[src/rtl/pipeline_stall_ctrl.sv]
// -----------------------------------------------------------------------------
// pipeline_stall_ctrl
//
// Central stall/flush sequencer for the 5-stage pipeline. It merges the
// load-use stall request, the branch-taken flush and the data-memory
// request/acknowledge handshake into one consistent set of per-stage controls.
// It also owns a wait-timeout watchdog and a stall-cycle performance counter.
//
// Parameters
//   TIMEOUT  maximum WAIT cycles without dmem_ack_i before the error trap (1..255)
//   CNT_W    width of the stall-cycle counter
//
// Ports
//   clk_i              in   clock, rising edge
//   rst_i              in   asynchronous active-high reset
//   hazard_stall_i     in   load-use stall request from hazard detection
//   branch_taken_i     in   branch resolved taken in ID
//   ex_mem_memread_i   in   MEM-stage instruction is a load
//   ex_mem_memwrite_i  in   MEM-stage instruction is a store
//   dmem_ack_i         in   data memory done (single-cycle pulse)
//   dmem_req_o         out  data memory request (registered)
//   pc_write_o         out  PC update enable
//   if_id_write_o      out  IF/ID load enable
//   if_id_flush_o      out  IF/ID clear to NOP
//   id_ex_bubble_o     out  insert NOP into ID/EX
//   ex_mem_write_o     out  EX/MEM load enable
//   mem_wb_bubble_o    out  insert NOP into MEM/WB
//   timeout_err_o      out  sticky memory-timeout error
//   stall_cnt_o        out  saturating count of cycles with pc_write_o=0
// -----------------------------------------------------------------------------
module pipeline_stall_ctrl #(
    parameter int TIMEOUT = 255,
    parameter int CNT_W   = 32
) (
    input  logic             clk_i,
    input  logic             rst_i,
    input  logic             hazard_stall_i,
    input  logic             branch_taken_i,
    input  logic             ex_mem_memread_i,
    input  logic             ex_mem_memwrite_i,
    input  logic             dmem_ack_i,
    output logic             dmem_req_o,
    output logic             pc_write_o,
    output logic             if_id_write_o,
    output logic             if_id_flush_o,
    output logic             id_ex_bubble_o,
    output logic             ex_mem_write_o,
    output logic             mem_wb_bubble_o,
    output logic             timeout_err_o,
    output logic [CNT_W-1:0] stall_cnt_o
);

    typedef enum logic [1:0] {
        ST_IDLE = 2'd0,
        ST_WAIT = 2'd1,
        ST_DONE = 2'd2,
        ST_ERR  = 2'd3
    } state_t;

    // Last legal wait-counter value before the watchdog trips.
    localparam logic [7:0] LP_WAIT_LAST = 8'(TIMEOUT - 1);

    state_t           r_state;
    state_t           w_next;
    logic [7:0]       r_wait_cnt;
    logic             r_req;
    logic             r_err;
    logic [CNT_W-1:0] r_stall_cnt;

    logic             w_mem_op;
    logic             w_freeze;

    assign w_mem_op = ex_mem_memread_i | ex_mem_memwrite_i;

    // The freeze also covers the IDLE cycle in which the memory op is first
    // seen: the request is registered, so the pipeline must already hold while
    // the request goes out on the next edge.
    assign w_freeze = ((r_state == ST_IDLE) && w_mem_op) ||
                      (r_state == ST_WAIT) ||
                      (r_state == ST_ERR);

    // -------------------------------------------------------------------------
    // Memory handshake FSM: next-state logic
    // -------------------------------------------------------------------------
    always_comb begin
        w_next = r_state;
        case (r_state)
            ST_IDLE: begin
                if (w_mem_op) begin
                    w_next = ST_WAIT;
                end
            end
            ST_WAIT: begin
                if (dmem_ack_i) begin
                    w_next = ST_DONE;
                end else if (r_wait_cnt == LP_WAIT_LAST) begin
                    w_next = ST_ERR;
                end
            end
            // DONE lets the completed op leave MEM before mem_op is looked at
            // again, so the same access is never requested twice.
            ST_DONE: w_next = ST_IDLE;
            ST_ERR:  w_next = ST_ERR;
            default: w_next = ST_IDLE;
        endcase
    end

    // -------------------------------------------------------------------------
    // Memory handshake FSM: state, wait counter, request and error flag
    // -------------------------------------------------------------------------
    always_ff @(posedge clk_i or posedge rst_i) begin
        if (rst_i) begin
            r_state    <= ST_IDLE;
            r_wait_cnt <= 8'd0;
            r_req      <= 1'b0;
            r_err      <= 1'b0;
        end else begin
            r_state <= w_next;
            // Counter only advances while staying in WAIT; any other path
            // leaves it at zero so it is already clear on WAIT entry.
            if ((r_state == ST_WAIT) && (w_next == ST_WAIT)) begin
                r_wait_cnt <= r_wait_cnt + 8'd1;
            end else begin
                r_wait_cnt <= 8'd0;
            end
            // Request is a flop that mirrors "state is WAIT" exactly.
            r_req <= (w_next == ST_WAIT);
            r_err <= r_err | (w_next == ST_ERR);
        end
    end

    // -------------------------------------------------------------------------
    // Per-stage controls: memory freeze > load-use stall > branch flush
    // -------------------------------------------------------------------------
    always_comb begin
        pc_write_o      = 1'b1;
        if_id_write_o   = 1'b1;
        ex_mem_write_o  = 1'b1;
        if_id_flush_o   = 1'b0;
        id_ex_bubble_o  = 1'b0;
        mem_wb_bubble_o = 1'b0;
        if (!rst_i) begin
            if (w_freeze) begin
                // Everything upstream of MEM holds, so pending stall/branch
                // requests stay valid and are acted on after the freeze.
                pc_write_o      = 1'b0;
                if_id_write_o   = 1'b0;
                ex_mem_write_o  = 1'b0;
                mem_wb_bubble_o = 1'b1;
            end else if (hazard_stall_i) begin
                // Branch flush is suppressed: the branch in ID is held too.
                pc_write_o     = 1'b0;
                if_id_write_o  = 1'b0;
                id_ex_bubble_o = 1'b1;
            end else if (branch_taken_i) begin
                if_id_flush_o = 1'b1;
            end
        end
    end

    // -------------------------------------------------------------------------
    // Stall-cycle performance counter (saturating)
    // -------------------------------------------------------------------------
    always_ff @(posedge clk_i or posedge rst_i) begin
        if (rst_i) begin
            r_stall_cnt <= '0;
        end else if (!pc_write_o && (r_stall_cnt != {CNT_W{1'b1}})) begin
            r_stall_cnt <= r_stall_cnt + 1'b1;
        end
    end

    assign dmem_req_o    = r_req;
    assign timeout_err_o = r_err;
    assign stall_cnt_o   = r_stall_cnt;

endmodule

[config.mk]
export PLATFORM = sky130hd
export DESIGN_NAME = pipeline_stall_ctrl
export DESIGN_NICKNAME = d
export VERILOG_FILES = /design/src/rtl/pipeline_stall_ctrl.sv
export SDC_FILE = /design/constraint.sdc
export NUM_CORES = 1
export LEC_CHECK = 0
export CORE_MARGIN = 5
export CORE_UTILIZATION = 54
export CTS_CLUSTER_DIAMETER = 40
export CTS_CLUSTER_SIZE = 8
export DETAILED_ROUTE_END_ITERATION = 8
export PLACE_DENSITY = 0.89
export SLEW_MARGIN = 15
export SYNTH_ARGS = -nofsm -noshare
export SYNTH_HDL_FRONTEND = slang
export SYNTH_SLANG_ARGS = --single-unit
[constraint.sdc]
create_clock -name clk_i -period 6.2 [get_ports clk_i]
set_clock_uncertainty 0.2 [all_clocks]
set_input_delay 0.93 -clock clk_i [delete_from_list [all_inputs] [get_ports clk_i]]
set_output_delay 0.93 -clock clk_i [all_outputs]
set_load 0.03 [all_outputs]
==> run_results.csv, run 1 <==
group,metric,value,unit
status,status,"finished, final reports clean",
clocking,cts_inserted_buffers,5,
synthesis,synth-main-ff-cell,"dfrtp_1",
clocking,insertion_delay,290,ps
pwr,power.total,782,uW
pwr,vdd_ir_drop_max,0.249,mV
clocking,postCtsSetupRepairBufs,0,
sta,timing.final.crit_share,63.7,%
cells_and_area,post-route-util,69.8,%
detailed_routing,drt-initial-drc-count,93,
setup_path,crit_path_start,"ex_mem_memwrite_i",
detailed_routing,wl,4490,microns
clocking,path_clk_slew,70,ps
cells_and_area,drive_above_1_share,7.03,%
detailed_routing,drc,0,
min_path,holdPathEnd,"timeout_err_o",
cells_and_area,mostFrequentLayoutCells,"clkdlybuf4s50_1, dfrtp_1, xor2_1",
pwr,p_sw_share,35.4,%
die,dieArea,0.00538,sq mm
clocking,cts_sinks,44,
cells_and_area,fillers,305,
setup_path,start_kind,"input pin",
cells_and_area,n_antenna_cell,0,
setup_path,cpMostUsedCell,"clkdlybuf4s50_1",
detailed_routing,wl_per_cell,14.7,microns
clocking,cts_buffer_depth,2,
setup_path,critical_path.max_fanout,9,
min_path,min_from,"timeout_err_o",
sta,rsz0062_at_grt,"false",
synthesis,synthArstFlopShare,100,%
clocking,hold_buffers,0,
sta,tightest_slew,688,ps
sta,drv_slew,0,
detailed_routing,detail-route-antenna-nets,0,
global_route,antenna_found_initial,0,
setup_path,critPathRequiredTime,5070,ps
die,core_area,0.00394,sq mm
die,die_h,73.4,microns
synthesis,ys_warn_count,0,
clocking,cts-resized-gates,0,
pwr,p_per_area,284,mW/mm^2
global_route,grt_max_degree,45,
setup_path,arrival,2820,ps
sta,max_freq,253,MHz
synthesis,yosysSeqAreaShare,50.8,%
pwr,seqPwrFrac,46.8,%
synthesis,ys_types,36,
clocking,cts_root_buffer,"clkbuf_8",
setup_path,r2r_slack,3620,ps
min_path,hp-class,"reg2reg",
cells_and_area,final_common_cell,"clkdlybuf4s50_1",
global_route,grt_pass1_wl,7690,microns
die,fp.dieW,73.4,microns
synthesis,post_synth.cell_area_avg,10.5,sq um
job,max_cap_viol_count,0,
die,initial_core_util,55.0,%
sta,hold_viol,0,
pwr,p_leak,1.21,nW
setup_path,slowest_stage,"clkdlybuf4s50_1",
global_route,grt.overflow.total,0,
cells_and_area,area_delta_synth_final,27.0,%
sta,final-setup-viol-count,0,
synthesis,syn_nets,217,
synthesis,netlist_area,0.00217,sq mm
place,port-buffer-count,46,
sta,slew_headroom,53.7,%
clocking,cts_tree,"done",
detailed_routing,vias,1711,
synthesis,ys_ff_latch,44,
detailed_routing,via_per_inst,5.59,
die,ios,47,
setup_path,critPathMaxStageDelay,650,ps
sta,finalCriticalPeriod,3950,ps
pwr,p_clk_share,21.1,%
setup_path,r2r-end,"stall_cnt_o[1]",
pwr,p_switching,277,uW
detailed_routing,first_pass_iters,4,
setup_path,worst_setup_path_end_kind,"output pin",
setup_path,rr_startpoint,"stall_cnt_o[15]",
sta,setup_tns,0,ps
place,gp_congestion,0.827,
place,place_hpwl,3300,microns
die,num_rows,23,
min_path,hold_path_depth,1,
pwr,p_comb_share,32.1,%
setup_path,criticalPathCategory,"in2out",
synthesis,synth_edf_count,0,
global_route,first_global_vias,1687,
pwr,p_int,506,uW
setup_path,worst_r2r_path_depth,5,
setup_path,path_cells,"clkdlybuf4s50_1 -> o21bai_1 -> a21oi_2 -> inv_2 -> clkdlybuf4s50_1",
synthesis,syn_inst,207,
clocking,cts_htree_levels,2,
global_route,track_usage,18.3,%
cells_and_area,finalNetCount,266,
-- critical path: cells and delay by family --
| kind | cells | cell delay, ps |
|---|---|---|
| AO/OA/AOI/OAI | 2 | 560 |
| buffers and inverters | 3 | 1320 |
-- cell families (layout without fill, tap and decap cells) --
kind of cell / count (synthesis) / after routing / synth area share (%)
multiplexers: 3 / 3 / 1.73
XOR/XNOR: 34 / 34 / 13.7
AO/OA/AOI/OAI: 8 / 8 / 2.60
buffers and inverters: 13 / 62 / 2.48
AND/OR/NAND/NOR: 102 / 102 / 26.9
flip-flops: 44 / 44 / 50.8
adder cells (fa/ha/maj): 3 / 3 / 1.73
-- metal layers --
layer,up-vias,GRT usage [%],wire (microns)
met5,-,0,0
met2,48,29.7,2160
met4,0,7.04,86
met1,831,23.8,2010
met3,9,4.10,234
li1,823,-,-
-- final cells by class --
cell class / count / area, sq um / share of cell area (%)
clock inverters: 1 / 5.00 / 0.182
well taps: 50 / 62.6 / 2.27
clock buffers: 6 / 72.6 / 2.64
multi-input cells: 150 / 1010 / 36.8
flip-flops and latches: 44 / 1100 / 40.0
repair buffers: 47 / 468 / 17.0
inverters: 8 / 30.0 / 1.09
-- per-stage QoR --
step	setup slack (ps)	instance area, sq um	hold slack (ps)	cells
after floorplan	2340	2170	292	207
after global placement	2310	2670	244	299
after detailed placement	2250	2670	248	299
after CTS	2250	2750	266	306
after global routing	2170	2750	300	306
final	2250	2750	263	306
-- synthesized netlist by cell type (all sizes together) (4+ instances only) --
| cell type | number | area, sq um |
|---|---|---|
| and4 | 6 | 52.6 |
| nor3 | 11 | 55.1 |
| and2 | 4 | 25.0 |
| nor2 | 15 | 56.3 |
| nand2 | 16 | 67.6 |
| xnor2 | 13 | 114 |
| xor2 | 21 | 184 |
| nand3 | 17 | 85.1 |
| nand4 | 12 | 75.1 |
| dfrtp | 44 | 1100 |
| and3 | 8 | 50.1 |
| nor4 | 4 | 31.3 |
| inv | 8 | 30.0 |
-- flip-flops by register name, indices dropped and copies added, names as in the netlist --
register / cells
dmem_req_o: 1
r_state: 2
stall_cnt_o: 32
timeout_err_o: 1
r_wait_cnt: 8
-- power by group through the flow --
stage	Sequential [mW]	Combinational, mW	Clock, mW
2_1_floorplan	0.416	0.105	0
3_3_place_gp	0.369	0.245	0
3_5_place_dp	0.371	0.252	0
4_1_cts	0.366	0.253	0.170
5_1_grt	0.372	0.271	0.180
6_report	0.366	0.251	0.165
-- worst max path at each step --
stage | depth (start not counted) | slack [ps] | endpoint
floorplan | 3 | 2340 | mem_wb_bubble_o
global placement | 5 | 2310 | pc_write_o
detailed placement | 5 | 2250 | pc_write_o
CTS | 5 | 2250 | pc_write_o
global route | 5 | 2170 | pc_write_o
finish | 5 | 2250 | pc_write_o
(Power assumes the default switching activity.)
==> inputs of run 2 (changes only) <==
Settings changed: CORE_UTILIZATION 54 to 50, PLACE_DENSITY 0.89 to 0.84.
Clock period 6.2 ns to 4.1 ns, I/O delays scaled along.
==> run 2 against run 1 <==
Compared with the run above:
- sequential power up 50%
- power up 63%
- clock-buffer cell count unchanged
- cell area up 2.0%
- routed wire length up 0.91%
- critical path depth unchanged
- global-route usage down 1.2 points
- first-iteration DRC count up 22%
- clock power up 110%
- final cell count up 1.3%
- flip-flop and latch count unchanged
==> run_results.csv, run 2 (synthesis results as in run 1) <==
group,metric,value,unit
sta,max_freq,307,MHz
setup_path,critPathMaxStageDelay,720,ps
die,num_rows,24,
clocking,cts_root_buffer,"clkbuf_8",
die,core_area,0.00426,sq mm
global_route,track_usage,17.1,%
clocking,hold_buffers,0,
global_route,grt.overflow.total,0,
cells_and_area,finalNetCount,267,
pwr,p_leak,1.24,nW
pwr,p_per_area,453,mW/mm^2
clocking,cts_sinks,44,
setup_path,crit_path_start,"ex_mem_memwrite_i",
global_route,grt_max_degree,45,
detailed_routing,vias,1710,
status,status,"finished, final reports clean",
sta,setup_tns,0,ps
min_path,hold_path_depth,1,
min_path,hp-class,"reg2reg",
setup_path,crit_buf_inv,2,
place,place_hpwl,3350,microns
clocking,path_clk_slew,80,ps
setup_path,slowest_stage,"clkdlybuf4s50_1",
pwr,power.total,1.27,mW
detailed_routing,wl,4530,microns
sta,rsz0062_at_grt,"false",
cells_and_area,post-route-util,65.8,%
detailed_routing,via_per_inst,5.52,
cells_and_area,mostFrequentLayoutCells,"clkdlybuf4s50_1, dfrtp_1, xor2_1",
clocking,cts_tree,"done",
die,fp.dieW,75.8,microns
min_path,min_from,"timeout_err_o",
setup_path,worst_setup_path_end_kind,"output pin",
cells_and_area,final_common_cell,"clkdlybuf4s50_1",
cells_and_area,fillers,345,
place,port-buffer-count,46,
die,die_h,75.8,microns
die,initial_core_util,50.8,%
clocking,postCtsSetupRepairBufs,0,
sta,timing.final.crit_share,79.4,%
job,max_cap_viol_count,0,
sta,tightest_slew,696,ps
sta,final-setup-viol-count,0,
clocking,cts_buffer_depth,2,
sta,finalCriticalPeriod,3260,ps
setup_path,rr_startpoint,"stall_cnt_o[15]",
setup_path,path_cells,"clkdlybuf4s50_1 -> o21bai_1 -> nand2_1 -> nor4b_1 -> clkdlybuf4s50_1",
setup_path,crit_cells,5,
setup_path,critPathRequiredTime,3280,ps
detailed_routing,drt-initial-drc-count,113,
pwr,vdd_ir_drop_max,0.325,mV
global_route,grt_pass1_wl,7560,microns
global_route,first_global_vias,1679,
setup_path,start_kind,"input pin",
sta,drv_slew,0,
cells_and_area,largest_reg_flops,32,
clocking,insertion_delay,300,ps
die,dieArea,0.00575,sq mm
clocking,cts-resized-gates,0,
clocking,cts_htree_levels,2,
cells_and_area,n_antenna_cell,0,
sta,slew_headroom,53.2,%
cells_and_area,multiInputGateArea,0.00101,sq mm
clocking,cts_inserted_buffers,5,
setup_path,critical_path.max_fanout,4,
detailed_routing,wl_per_cell,14.6,microns
detailed_routing,detail-route-antenna-nets,0,
setup_path,arrival,2440,ps
cells_and_area,register_area,0.00110,sq mm
die,ios,47,
place,gp_congestion,0.803,
setup_path,crit_family,"buffers and inverters",
global_route,antenna_found_initial,0,
cells_and_area,drive_above_1_share,8.14,%
cells_and_area,area_delta_synth_final,29.4,%
detailed_routing,first_pass_iters,4,
setup_path,criticalPathCategory,"in2out",
detailed_routing,drc,0,
setup_path,cpMostUsedCell,"clkdlybuf4s50_1",
setup_path,worst_r2r_path_depth,5,
sta,hold_viol,0,
[run 2: cell types whose count changed in the layout (fill, tap and decap cells not counted)]
cell / delta
bufinv_16: +1
clkbuf_1: -1
clkinv_4: +1
clkbuf_8: +1
buf_4: +1
inv_1: +1
clkinv_2: -1
clkinv_1: -1
[run 2: metrics by stage]
step	hold WS, ps	cells	setup WS, ps	instance area (sq um)
after global routing	290	310	722	2810
after detailed placement	251	302	827	2680
after floorplan	292	207	871	2170
final	269	310	843	2810
after global placement	247	302	935	2680
after CTS	269	310	824	2810
[run 2: final timing paths]
check,to,slack (ps)
worst max-delay path,if_id_flush_o,840
min in group asynchronous,timeout_err_o,690
worst min register to register,timeout_err_o,270
worst min-delay path,timeout_err_o,270
worst max register to register,stall_cnt_o[1],1570
max in group asynchronous,stall_cnt_o[12],2640
[run 2: power breakdown]
group / internal [mW] / switching (mW) / total [mW]
combinational: 0.160 / 0.217 / 0.376
sequential: 0.490 / 0.0597 / 0.550
clock: 0.199 / 0.147 / 0.346
total: 0.849 / 0.423 / 1.27
[run 2: per-layer routing]
metal	wire [microns]	up-vias	global-route usage, %
li1	-	824	-
met1	1970	841	21.2
met2	2250	39	29.4
met3	240	6	4.35
met4	58	0	4.85
met5	0	-	0
[run 2: cell type report]
cell class | count | share of cell area [%]
clock buffers | 6 | 2.94
clock inverters | 2 | 1.38
inverters | 8 | 1.07
multi-input cells | 150 | 36.1
flip-flops and latches | 44 | 39.3
well taps | 52 | 2.32
repair buffers | 48 | 16.9
==> inputs of run 3 (changes only) <==
Clock period 4.1 ns to 3.35 ns, I/O delays scaled along.
==> run 3 against run 2 <==
Compared with the run above:
- first-iteration DRC count decreased by 48%
- clock power increased by 14%
- critical path depth unchanged
- utilization decreased by 0.38 points
- worst hold slack got worse by 1.4 ps
- die area unchanged
- via count decreased by 0.64%
- sequential power increased by 22%
- combinational power increased by 23%
- critical path type unchanged
- largest power group unchanged
==> run_results.csv, run 3 (synthesis results as in run 1) <==
group,metric,value,unit
setup_path,start_kind,"input pin",
setup_path,critical_path.max_fanout,4,
die,num_rows,24,
detailed_routing,detail-route-antenna-nets,0,
die,fp.dieW,75.8,microns
sta,finalCriticalPeriod,3010,ps
detailed_routing,via_per_inst,5.48,
clocking,cts_tree,"done",
place,port-buffer-count,46,
clocking,cts_htree_levels,2,
global_route,grt.overflow.total,0,
cells_and_area,final_common_cell,"clkdlybuf4s50_1",
sta,max_freq,332,MHz
detailed_routing,drc,0,
setup_path,criticalPathCategory,"in2out",
global_route,first_global_vias,1656,
clocking,cts-resized-gates,0,
cells_and_area,drive_above_1_share,8.14,%
die,core_area,0.00426,sq mm
setup_path,path_cells,"clkdlybuf4s50_1 -> o21bai_1 -> nand2_1 -> nor4b_1 -> clkdlybuf4s50_1",
pwr,p_per_area,549,mW/mm^2
min_path,hp-class,"reg2reg",
place,gp_congestion,0.779,
global_route,track_usage,16.8,%
detailed_routing,vias,1699,
setup_path,worst_setup_path_end_kind,"output pin",
setup_path,arrival,2310,ps
pwr,vdd_ir_drop_max,0.457,mV
clocking,insertion_delay,300,ps
sta,hold_viol,0,
cells_and_area,n_antenna_cell,0,
sta,drv_slew,0,
place,dpl-instance-area,0.00268,sq mm
clocking,cts_buffer_depth,2,
sta,rsz0062_at_grt,"false",
cells_and_area,area_delta_synth_final,28.7,%
clocking,cts_root_buffer,"clkbuf_8",
detailed_routing,drt-initial-drc-count,59,
setup_path,cpMostUsedCell,"clkdlybuf4s50_1",
sta,setup_tns,0,ps
sta,slew_headroom,52.6,%
job,max_cap_viol_count,0,
sta,timing.final.crit_share,90.0,%
cells_and_area,mostFrequentLayoutCells,"clkdlybuf4s50_1, dfrtp_1, xor2_1",
detailed_routing,wl,4390,microns
setup_path,critPathRequiredTime,2650,ps
cells_and_area,finalNetCount,267,
clocking,hold_buffers,0,
detailed_routing,wl_per_cell,14.2,microns
clocking,cts_sinks,44,
pwr,p_leak,1.24,nW
place,place_hpwl,3270,microns
global_route,grt_max_degree,45,
sta,tightest_slew,706,ps
clocking,cts_inserted_buffers,5,
cells_and_area,fin_area,0.00279,sq mm
detailed_routing,first_pass_iters,4,
global_route,grt_pass1_wl,7380,microns
sta,final-setup-viol-count,0,
setup_path,critPathMaxStageDelay,730,ps
setup_path,slowest_stage,"clkdlybuf4s50_1",
die,die_h,75.8,microns
die,ios,47,
die,dieArea,0.00575,sq mm
clocking,postCtsSetupRepairBufs,0,
status,status,"finished, final reports clean",
die,initial_core_util,50.8,%
cells_and_area,largest_reg_flops,32,
global_route,antenna_found_initial,0,
clocking,path_clk_slew,80,ps
## run 3: changes by cell type in the layout (fill, tap and decap cells not counted)
cell / previous run / this run
clkdlybuf4s50_1: 46 / 45
clkinv_2: 0 / 1
buf_4: 2 / 3
clkbuf_1: 0 / 1
clkinv_4: 1 / 0
clkbuf_8: 6 / 5
## run 3: worst paths after layout
kind	from	endpoint	slack, ps	cells past startpoint
min in group asynchronous	rst_i	r_state[1]	580	3
max in group asynchronous	rst_i	stall_cnt_o[12]	1990	3
hold reg to reg	timeout_err_o	timeout_err_o	270	1
setup / recovery	ex_mem_memwrite_i	if_id_flush_o	340	5
setup reg to reg	stall_cnt_o[15]	stall_cnt_o[1]	800	5
hold / removal	timeout_err_o	timeout_err_o	270	1
## run 3: per-stage QoR
| stage | setup slack (ps) | total power, mW | utilization [%] | hold slack [ps] | instances |
|---|---|---|---|---|---|
| detailed placement | 331 | 1.15 | 62.9 | 259 | 302 |
| finish | 335 | 1.53 | 65.4 | 267 | 310 |
| CTS | 334 | 1.55 | 65.4 | 278 | 310 |
| global placement | 411 | 1.14 | 62.9 | 245 | 302 |
| floorplan | 346 | 0.965 | - | 292 | 207 |
| global route | 204 | 1.61 | 65.4 | 302 | 310 |
## run 3: metal layers
metal | GRT usage, % | up-vias | wire length [microns]
met5 | 0 | - | 0
met3 | 4.35 | 7 | 232
met4 | 6.99 | 0 | 75
met2 | 27.6 | 40 | 2170
met1 | 21.1 | 829 | 1910
li1 | - | 823 | -
## run 3: critical path, delay by kind of cell
kind                   cells  cell delay (ps)
buffers and inverters      2             1130
AO/OA/AOI/OAI              1              240
AND/OR/NAND/NOR            2              450
## run 3: where the power goes
part           switching, mW  internal [mW]
Sequential            0.0731          0.600
Clock                  0.175          0.221
Combinational          0.267          0.194
Total                  0.515           1.02
## run 3: cell type report
class / count / area, sq um
Clock buffer: 6 / 72.6
Clock inverter: 2 / 35.0
Fill cell: 346 / 1480
Inverter: 8 / 30.0
Multi-Input combinational cell: 150 / 1010
Sequential cell: 44 / 1100
Tap cell: 52 / 65.1
Timing Repair Buffer: 48 / 473
